**src/rtl/stream_pkg.sv**
```systemverilog
// Shared types and constants for the RGB888 streaming pixel stages.
// Provides pixel/channel widths, the video packet identifier and the rgb_t bundle.
package stream_pkg;

    localparam int          PIX_W        = 8;
    localparam int          RGB_W        = 3 * PIX_W;
    localparam logic [3:0]  VIDEO_PKT_ID = 4'h0;

    typedef struct packed {
        logic [PIX_W-1:0] r;
        logic [PIX_W-1:0] g;
        logic [PIX_W-1:0] b;
    } rgb_t;

endpackage

```
**src/rtl/pix_tap121.sv**
```systemverilog
// Combinational 3-tap [1 2 1]/4 smoothing of one 8-bit channel with rounding.
// Ports: h2 (older), h1 (previous), p (current) in; out = (h2 + 2*h1 + p + 2) >> 2.
module pix_tap121
    import stream_pkg::*;
(
    input  logic [PIX_W-1:0] h2,
    input  logic [PIX_W-1:0] h1,
    input  logic [PIX_W-1:0] p,
    output logic [PIX_W-1:0] out
);

    // Worst case 255 + 510 + 255 + 2 = 1022 fits in PIX_W+2 bits,
    // and the shifted result never exceeds 255.
    logic [PIX_W+1:0] sum;

    assign sum = {2'b00, h2}
               + {1'b0, h1, 1'b0}
               + {2'b00, p}
               + (PIX_W+2)'(2);

    assign out = sum[PIX_W+1:2];

endmodule

```
**src/rtl/stream_hsmooth.sv**
```systemverilog
// Avalon-ST RGB888 causal horizontal [1 2 1]/4 smoother with a single output register.
// Ports: clk, reset_n (sync, active-low); sink_* / source_* streams; enable; frame_count.
module stream_hsmooth
    import stream_pkg::*;
#(
    parameter int IMAGE_W = 640,
    parameter int DATA_W  = 24
) (
    input  logic              clk,
    input  logic              reset_n,
    input  logic [DATA_W-1:0] sink_data,
    input  logic              sink_valid,
    output logic              sink_ready,
    input  logic              sink_sop,
    input  logic              sink_eop,
    output logic [DATA_W-1:0] source_data,
    output logic              source_valid,
    input  logic              source_ready,
    output logic              source_sop,
    output logic              source_eop,
    input  logic              enable,
    output logic [7:0]        frame_count
);

    localparam int             XW     = (IMAGE_W > 1) ? $clog2(IMAGE_W) : 1;
    localparam logic [XW-1:0]  X_LAST = XW'(IMAGE_W - 1);

    logic              valid_q,   valid_d;
    logic [DATA_W-1:0] data_q,    data_d;
    logic              sop_q,     sop_d;
    logic              eop_q,     eop_d;
    logic [7:0]        frame_q,   frame_d;
    logic [XW-1:0]     x_q,       x_d;
    logic              video_q,   video_d;
    logic              en_lat_q,  en_lat_d;
    rgb_t              h1_q,      h1_d;
    rgb_t              h2_q,      h2_d;

    logic acc;
    logic video_now;
    logic filt_on;
    rgb_t pix;
    rgb_t tap_h1;
    rgb_t tap_h2;
    rgb_t filt;

    assign sink_ready = source_ready | ~valid_q;
    assign acc        = sink_valid & sink_ready;

    assign pix = rgb_t'(sink_data[RGB_W-1:0]);

    // A single-beat packet must see its own packet type before the EOP count.
    assign video_now = sink_sop ? (sink_data[3:0] == VIDEO_PKT_ID) : video_q;
    assign filt_on   = ~sink_sop & video_q & en_lat_q;

    // Edge replication: at x==0 both history taps are the current pixel,
    // at x==1 the older tap reuses the previous pixel.
    always_comb begin
        tap_h1 = h1_q;
        tap_h2 = h2_q;
        if (x_q == '0) begin
            tap_h1 = pix;
            tap_h2 = pix;
        end else if (x_q == XW'(1)) begin
            tap_h2 = h1_q;
        end
    end

    pix_tap121 u_tap_r (
        .h2  (tap_h2.r),
        .h1  (tap_h1.r),
        .p   (pix.r),
        .out (filt.r)
    );

    pix_tap121 u_tap_g (
        .h2  (tap_h2.g),
        .h1  (tap_h1.g),
        .p   (pix.g),
        .out (filt.g)
    );

    pix_tap121 u_tap_b (
        .h2  (tap_h2.b),
        .h1  (tap_h1.b),
        .p   (pix.b),
        .out (filt.b)
    );

    always_comb begin
        valid_d  = valid_q;
        data_d   = data_q;
        sop_d    = sop_q;
        eop_d    = eop_q;
        frame_d  = frame_q;
        x_d      = x_q;
        video_d  = video_q;
        en_lat_d = en_lat_q;
        h1_d     = h1_q;
        h2_d     = h2_q;

        if (acc) begin
            valid_d = 1'b1;
            sop_d   = sink_sop;
            eop_d   = sink_eop;
            data_d  = sink_data;
            if (filt_on) begin
                data_d = DATA_W'(filt);
            end

            if (sink_sop) begin
                // enable is latched once per packet so a frame is never split.
                video_d  = (sink_data[3:0] == VIDEO_PKT_ID);
                en_lat_d = enable;
                x_d      = '0;
            end else begin
                x_d  = (x_q == X_LAST) ? '0 : x_q + XW'(1);
                h2_d = h1_q;
                h1_d = pix;
            end

            if (sink_eop && video_now) begin
                frame_d = frame_q + 8'd1;
            end
        end else if (source_ready) begin
            valid_d = 1'b0;
        end
    end

    always_ff @(posedge clk) begin
        if (!reset_n) begin
            valid_q  <= 1'b0;
            data_q   <= '0;
            sop_q    <= 1'b0;
            eop_q    <= 1'b0;
            frame_q  <= '0;
            x_q      <= '0;
            video_q  <= 1'b0;
            en_lat_q <= 1'b0;
            h1_q     <= '0;
            h2_q     <= '0;
        end else begin
            valid_q  <= valid_d;
            data_q   <= data_d;
            sop_q    <= sop_d;
            eop_q    <= eop_d;
            frame_q  <= frame_d;
            x_q      <= x_d;
            video_q  <= video_d;
            en_lat_q <= en_lat_d;
            h1_q     <= h1_d;
            h2_q     <= h2_d;
        end
    end

    assign source_valid = valid_q;
    assign source_data  = data_q;
    assign source_sop   = sop_q;
    assign source_eop   = eop_q;
    assign frame_count  = frame_q;

endmodule
```
**config.mk**
```make
export PLATFORM = sky130hd
export DESIGN_NAME = stream_hsmooth
export DESIGN_NICKNAME = d
export VERILOG_FILES = /design/src/rtl/stream_pkg.sv /design/src/rtl/pix_tap121.sv /design/src/rtl/stream_hsmooth.sv
export SDC_FILE = /design/constraint.sdc
export NUM_CORES = 1
export LEC_CHECK = 0
export ABC_AREA = 1
export BUFFER_PORTS_ARGS = -buffer_cell sky130_fd_sc_hd__buf_2
export CAP_MARGIN = 20
export CORE_ASPECT_RATIO = 0.75
export CORE_MARGIN = 5
export CORE_UTILIZATION = 43
export CTS_CLUSTER_SIZE = 25
export DETAILED_ROUTE_END_ITERATION = 8
export GPL_ROUTABILITY_DRIVEN = 0
export HOLD_SLACK_MARGIN = 0.03
export PLACE_DENSITY = 0.69
export SYNTH_ARGS = -nofsm -noshare
export SYNTH_HDL_FRONTEND = slang
export SYNTH_SLANG_ARGS = --single-unit
```
**constraint.sdc**
```tcl
create_clock -name clk -period 9.19 [get_ports clk]
set_input_delay 0.919 -clock clk [delete_from_list [all_inputs] [get_ports clk]]
set_output_delay 0.919 -clock clk [all_outputs]
set_load 0.05 [all_outputs]
```
Word-level counts from Yosys, hierarchy flattened. Cells that the tools add are included. Widths: inputs -> output; s select.

Add/subtract/negate cells: 11. $mul: 0. Eq/ne operators: 2. Shifts and indexed selects: 0. Reduce and logical (&&, ||, !) cells: 7. Bitwise gates (word level): 6. $lt $le $gt $ge: 0. Div/mod/pow operators: 0. Mux-type cells: 9.

Operators by type and width (number): $mux 24 (4); $add 10x2->10 const B (3); $add 10x8->10 (3); $add 8x9->10 (3); $mux 10 (2); $add 10x1->10 const B (1); $eq 10x1->1 const B (1); $eq 10x10->1 const B (1); $logic_not 10->1 (1); $add 8x1->8 const B (1); $reduce_and 2->1 (3); $logic_not 4->1 (1); $and 1x1->1 (3); $mux 1 (3); $not 1->1 (2); $reduce_bool 2->1 (1); $logic_and 1x1->1 (1); $or 1x1->1 (1).

Output and inout port bits: 36. Word-level logic and storage cells: 49. Latch bits: 0. Memories kept: 0. Memory bits (writable): 0. Flip-flop bits (word level): 95. ROM bits: 0.

Longest topological paths before layout. Gate-level depths: netlist of run 1.

Depth in word-level cells: 7. Depth in mapped cells: 22. Depth with buffers taken out: 22.

Hierarchy. Synthesis of run 1 repeated with hierarchy kept, for this count alone.

Cells, all modules: 999. Area total of the unflattened synthesis: 6560.0 um^2.

Modules (own cells, without submodules): stream_hsmooth (cells each 726, times used 1, area each 4880.9 um^2, sequential area each 1901.8 um^2); pix_tap121 (u_tap_g ...) (cells each 91, times used 2, area each 555.5 um^2, sequential area each 0.0 um^2); pix_tap121 (u_tap_b) (cells each 91, times used 1, area each 568.0 um^2, sequential area each 0.0 um^2).

Worst setup path before layout of run 1. OpenSTA, ideal clock, no wires.

Path kind: flip-flop to flip-flop. From: register x_q[0]. To: register data_q[22], in the netlist source_data[22]. Arrival time: 3164 ps. Required time: 9055 ps. Setup time: 135 ps. Stages on the path, launching flop included: 19. Slack: 5891 ps. Clock period less this slack: 3299 ps. Path buffers: 2. Path through: dfxtp_1 > inv_1 > ha_1 > nand3_1 > nor2_8 > clkbuf_1 > clkbuf_1 > o21ai_0 > fa_1 > inv_1 > ha_1 > a21oi_1 > o21bai_1 > a21oi_1 > nand2_1 > nand2_1 > nand3_1 > nand2_1 > a21oi_2.

Word-level cells in the longest chain between the ends: 7. Elaborated cells between the ends (all ways): 9. Classes of those cells: add/sub (3); eq/ne (1); mux (4); reduce/logical (1).

Ends and longest elaborated chain: from (decl) (RTL line stream_hsmooth.sv:33) `logic [XW-1:0] x_q, x_d;`; from (signal assigned) (RTL line stream_hsmooth.sv:137) `x_q <= '0;`; from (signal assigned) (RTL line stream_hsmooth.sv:148) `x_q <= x_d;`; $eq 10x1->1 (RTL line stream_hsmooth.sv:64) `end else if (x_q == XW'(1)) begin`; $mux 24 (RTL line stream_hsmooth.sv:64); $mux 24 (RTL line stream_hsmooth.sv:61) `if (x_q == '0) begin`; $add 8x9->10 * (RTL line pix_tap121.sv:17) `+ {1'b0, h1, 1'b0}`; $add 10x8->10 * (RTL line pix_tap121.sv:18) `+ {2'b00, p}`; $add 10x2->10 * (RTL line pix_tap121.sv:19) `+ (PIX_W+2)'(2);`; $mux 24 * (RTL line stream_hsmooth.sv:107) `if (filt_on) begin`; to (signal assigned) (RTL line stream_hsmooth.sv:144) `data_q <= data_d;`; to (decl) (RTL line stream_hsmooth.sv:29) `logic [DATA_W-1:0] data_q, data_d;`.

Mark *: on every way between the ends. The rest lies on a longest branch, timed or not. A chain may end at the register's enable or synchronous reset.

Worst setup path in the final report of run 1.
From: register x_q[1]. To: register data_q[6], in the netlist source_data[6].

Same word-level chain as after synthesis.

==> flow_metrics.tcl, run 1 <==
set metrics [dict create \
    routed_wl_um 14800 \
    hold_viol_final 0 \
    clockPowerShare 0.281 \
    yosysTopAreaCell "dfxtp_1" \
    power_density_nw_per_um2 206 \
    setup_viol 0 \
    yosys.area_share.simple 0.225 \
    die_area_sq_um 17300 \
    maxCapViolCount 0 \
    cp_data_arrival_time_ns 3.77 \
    clk_path_buf_depth 2 \
    tns_ns 0 \
    ys_types 38 \
    power_switching_mw 0.571 \
    cts_buffers 9 \
    grt_pass1_vias 5248 \
    wire_per_inst_um 12.7 \
    clockRootBuffer "clkbuf_16" \
    num-fill-cells 1504 \
    core_sq_um 14500 \
    cts_tree "yes" \
    critPathMaxFanout 61 \
    synth_seq_cells 95 \
    cts_hold_buf 0 \
    setup_ws_ns 5.64 \
    grt_max_degree 62 \
    cp-start-kind "flop" \
    syn-cell-area_sq_um 6320 \
    power_frac_seq 0.303 \
    netlist_instances 915 \
    multiInputGateArea_sq_um 3710 \
    cts_sinks 95 \
    postCtsSetupRepairBufs 0 \
    fin_nets 1043 \
    initial_core_util 0.438 \
    htreeDepth 3 \
    antenna_found_initial 0 \
    leakage_nw 3.29 \
    io_buffer_count 66 \
    clk_latency_ns 0.34 \
    ys_warn_count 0 \
    num_vias 5771 \
    layout_common_cells "153 x nand2_1, 146 x inv_1, 115 x o21ai_0" \
    post-synth-top-area-fraction 0.301 \
    synth_enable_flop_cells 0 \
    max-slew-margin-rel 0.342 \
    timing.final.crit_share 0.386 \
    synth.area.mux_share 0 \
    drc 0 \
    switching_share 0.387 \
    mostFrequentLayoutCell "nand2_1" \
    drtIter0Drc 370 \
    drv_slew 0 \
    post-route-min-period_ns 3.55 \
    pwr-share-comb 0.416 \
    design.portCount 67 \
    die_x_um 150 \
    synth-compound-area-share 0.227 \
    synth_area_leaders "dfxtp_1 30%, o21ai_0 9.1%, nand2_1 9.1%, inv_1 8.7%, a21oi_1 8.6%" \
    fin_cells 1165 \
    pre_cts_ws_ns 5.67 \
    area_growth_pct 13.2 \
    vias_per_cell 4.95 \
    die_y_um 115 \
    rsz0062_at_grt "no" \
    max_freq_ghz 0.282 \
    ys_async_sr_fraction 0 \
    p_int_mw 0.905 \
    cts.clk_slew.worst_paths_ns 0.07 \
    synth_top_family_by_area "compound AO/OA/AOI/OAI gates" \
    dp_cells 1148 \
    finalClockSkew_ns 0.00589 \
    cp-end-kind "flop" \
    antenna_cells 0 \
    drive_above_1_share 0.152 \
    timing.hold.ws_ns 0.448 \
    synth-xor-area-share 0.00831 \
    grt_usage 0.175 \
    first_pass_iters 5 \
    cp.required_ns 9.41 \
    dp_hpwl_um 10400 \
    yosysSeqAreaShare 0.301 \
    grt_pass1_wl_um 24600 \
    crit_type "flop to flop" \
    antenna_left 0 \
    cts_resized 0 \
    synthAdderAreaFrac 0.124 \
    worstMarginPinSlew_ns 0.988 \
    syn_nets 998 \
    synth_ff_type "dfxtp_1" \
    grt_overflow 0 \
    vdd_drop_max_uv 108 \
    status "completed" \
    layout.area.seq_sq_um 1900 \
    synth_area_per_cell_sq_um 6.91 \
    rows 38 \
    min_path_type "flop to flop" \
]
==> per-layer routing <==
layer | track usage | routed length (um) | vias up
li1 | - | - | 3070
met1 | 0.241 | 7360 | 2571
met4 | 0.0384 | 142 | 0
met5 | 0 | 0 | -
met3 | 0.0433 | 761 | 10
met2 | 0.278 | 6550 | 120
==> worst max-delay path: stages, from the launching register on <==
cell and delay (ns):
dfxtp_1 0.33, inv_1 0.10, ha_1 0.15, nand3_1 0.17, nor2_8 0.63, o21ai_0 0.27
fa_1 0.53, inv_1 0.04, ha_1 0.34, a21oi_1 0.25, o21bai_1 0.11, a21oi_1 0.17
nand2_1 0.07, nand2_1 0.05, nand3_1 0.06, nand2_1 0.08, a21oi_2 0.05
==> registers in the layout, summed over array words and instances (netlist names) <==
| signal | count |
|---|---|
| h1_q | 24 |
| h2_q | 24 |
| source_data | 24 |
| x_q | 10 |
| frame_count | 8 |
| en_lat_q | 1 |
| source_eop | 1 |
| source_sop | 1 |
| source_valid | 1 |
| video_q | 1 |
==> cells in the mapped netlist (2+ instances only) <==
master	count
nor3_1	15
nor2_4	2
a21oi_1	109
a21oi_2	13
clkbuf_1	34
inv_2	4
nand2_2	19
nand2_1	153
xor2_1	6
o21ai_0	115
o22ai_1	3
ha_1	34
dfxtp_1	95
o21a_1	3
nand3_2	3
o21bai_1	9
nand2_4	8
o21ai_1	6
buf_1	2
nor2_1	46
buf_2	3
inv_1	146
nor3_2	2
o211ai_1	4
fa_1	18
nand4_1	4
nand3_1	46
a31oi_1	3
==> power groups by stage <==
stage,clock (mW),sequential (mW),combinational [mW]
2_1_floorplan,0,0.479,0.469
3_3_place_gp,0,0.456,0.601
3_5_place_dp,0,0.457,0.609
4_1_cts,0.426,0.447,0.613
5_1_grt,0.444,0.450,0.705
6_report,0.415,0.447,0.614
==> final timing paths <==
check	slack, ns	to	cells after the start	start
hold reg to reg	0.45	h2_q[9]	2	h2_q[9]
hold / removal	0.45	h2_q[9]	2	h2_q[9]
setup / recovery	5.64	source_data[6]	16	x_q[1]
setup reg to reg	5.64	source_data[6]	16	x_q[1]
==> stage by stage <==
stage	util	cell area [sq um]	total power, mW
floorplan	-	6320	0.949
global placement	0.471	6810	1.06
detailed placement	0.471	6810	1.07
CTS	0.494	7140	1.49
global route	0.495	7160	1.60
finish	0.495	7160	1.48
==> logic make-up after synthesis <==
logic type	Yosys count
adder cells (fa/ha/maj)	52
AND/OR/NAND/NOR	304
flip-flops	95
buffers and inverters	191
XOR/XNOR	6
AO/OA/AOI/OAI	267
==> cell type report <==
type                    instances  share of cell area
multi-input cells             629               0.518
clock buffers                  11              0.0353
well taps                     200              0.0350
flip-flops and latches         95               0.266
repair buffers                 73              0.0545
clock inverters                 5              0.0110
inverters                     152              0.0801
(Power assumes the default switching activity.)
==> inputs of run 2 (changes only) <==
- clock period: 9.19 -> 3.6 ns (I/O delays scaled with it)
==> flow_metrics.tcl, run 2 (synthesized netlist as in run 1, its figures left out) <==
set metrics [dict create \
    setup_ws_ns 0.230 \
    dr_wl_met3_um 727 \
    initial_core_util 0.438 \
    cts.clk_slew.worst_paths_ns 0.07 \
    leakage_nw 3.28 \
    met2_length_um 6500 \
    maxCapViolCount 0 \
    layout_common_cells "153 x nand2_1, 146 x inv_1, 115 x o21ai_0" \
    grt_pass1_vias 5244 \
    dp_hpwl_um 10500 \
    min_path_type "input port to flop" \
    timing.final.crit_share 0.936 \
    first_pass_iters 4 \
    fin_nets 1047 \
    pre_cts_ws_ns 0.264 \
    drc 0 \
    postCtsSetupRepairBufs 0 \
    finalInstanceArea_sq_um 7140 \
    cts_sinks 95 \
    routed_wl_um 14700 \
    grt_overflow 0 \
    io_buffer_count 66 \
    max-slew-margin-rel 0.534 \
    cp_data_arrival_time_ns 3.58 \
    die_x_um 150 \
    tns_ns 0 \
    antenna_left 0 \
    finalClockSkew_ns 0.00796 \
    topRoutingLayerUsed "met4" \
    power_mw 3.59 \
    drv_slew 0 \
    die_y_um 115 \
    cp-end-kind "flop" \
    clk_latency_ns 0.35 \
    vdd_drop_max_uv 255 \
    hold_viol_final 0 \
    num_vias 5759 \
    cts_tree "yes" \
    wire_per_inst_um 12.5 \
    vias_per_cell 4.93 \
    drtIter0Drc 334 \
    antenna_cells 0 \
    mostFrequentLayoutCell "nand2_1" \
    power_density_nw_per_um2 503 \
    status "completed" \
    wl_met1_um 7240 \
    crit_type "flop to flop" \
    antenna_found_initial 0 \
    max_freq_ghz 0.297 \
    critPathMaxFanout 22 \
    worstMarginPinSlew_ns 0.698 \
    post_dp_cell_area_sq_um 6870 \
    timing.hold.ws_ns 0.295 \
    cts_hold_buf 0 \
    area_growth_pct 12.9 \
    post-route-min-period_ns 3.37 \
    drive_above_1_share 0.154 \
    cp-start-kind "flop" \
    cts_buffers 9 \
    die_area_sq_um 17300 \
    cp.required_ns 3.81 \
    htreeDepth 3 \
    clk_path_buf_depth 2 \
    design.portCount 67 \
    cts_resized 0 \
    core_sq_um 14500 \
    rows 38 \
    clockRootBuffer "clkbuf_16" \
    grt_max_degree 61 \
    setup_viol 0 \
    grt_usage 0.177 \
    grt_pass1_wl_um 25000 \
    rsz0062_at_grt "no" \
]
[run 2: cell count changes in the layout (fill, tap and decap cells not counted), sizes merged]
cell,change
buf,+4
bufinv,-2
clkbuf,+1
clkinvlp,+1
inv,-1
[run 2: critical path, stage by stage, from the launching register on]
cell	delay (ns)
dfxtp_1	0.35
inv_1	0.09
ha_1	0.14
nand3_1	0.17
nor2_8	0.34
buf_4	0.24
inv_4	0.10
o21ai_0	0.18
inv_1	0.07
fa_1	0.48
inv_1	0.04
ha_1	0.33
inv_1	0.11
o21bai_1	0.09
a21oi_1	0.18
nand2_1	0.07
nand2_1	0.06
nand3_1	0.06
nand2_1	0.09
a21oi_2	0.05
[run 2: through the flow]
stage               utilization  instances
finish                    0.494       1168
CTS                       0.493       1168
floorplan                     -        915
detailed placement        0.476       1153
global placement          0.476       1153
global route              0.494       1168
[run 2: worst paths after layout]
| kind | depth (start not counted) | slack [ns] | from | endpoint |
|---|---|---|---|---|
| max | 19 | 0.23 | x_q[0] | source_data[22] |
| min | 3 | 0.30 | enable | en_lat_q |
| max reg2reg | 19 | 0.23 | x_q[0] | source_data[22] |
| min reg2reg | 2 | 0.45 | h2_q[17] | h2_q[17] |
[run 2: final cells by class]
type	count	area [sq um]
fillers	1489	7310
clock inverters	3	21.3
inverters	152	573
multi-input cells	629	3720
well taps	200	250
flip-flops and latches	95	1900
clock buffers	12	236
repair buffers	77	438
[run 2: report_power, final]
part | leakage (nW) | internal [mW] | switching (mW) | total [mW]
combinational | 2.37 | 0.569 | 1.01 | 1.58
sequential | 0.779 | 1.11 | 0.0329 | 1.14
clock | 0.123 | 0.465 | 0.402 | 0.867
total | 3.28 | 2.14 | 1.44 | 3.59
[run 2: layer usage]
layer  global-route usage  up-vias
li1                     -     3062
met1                0.245     2582
met2                0.284      101
met3               0.0394       14
met4               0.0457        0
met5                    0        -
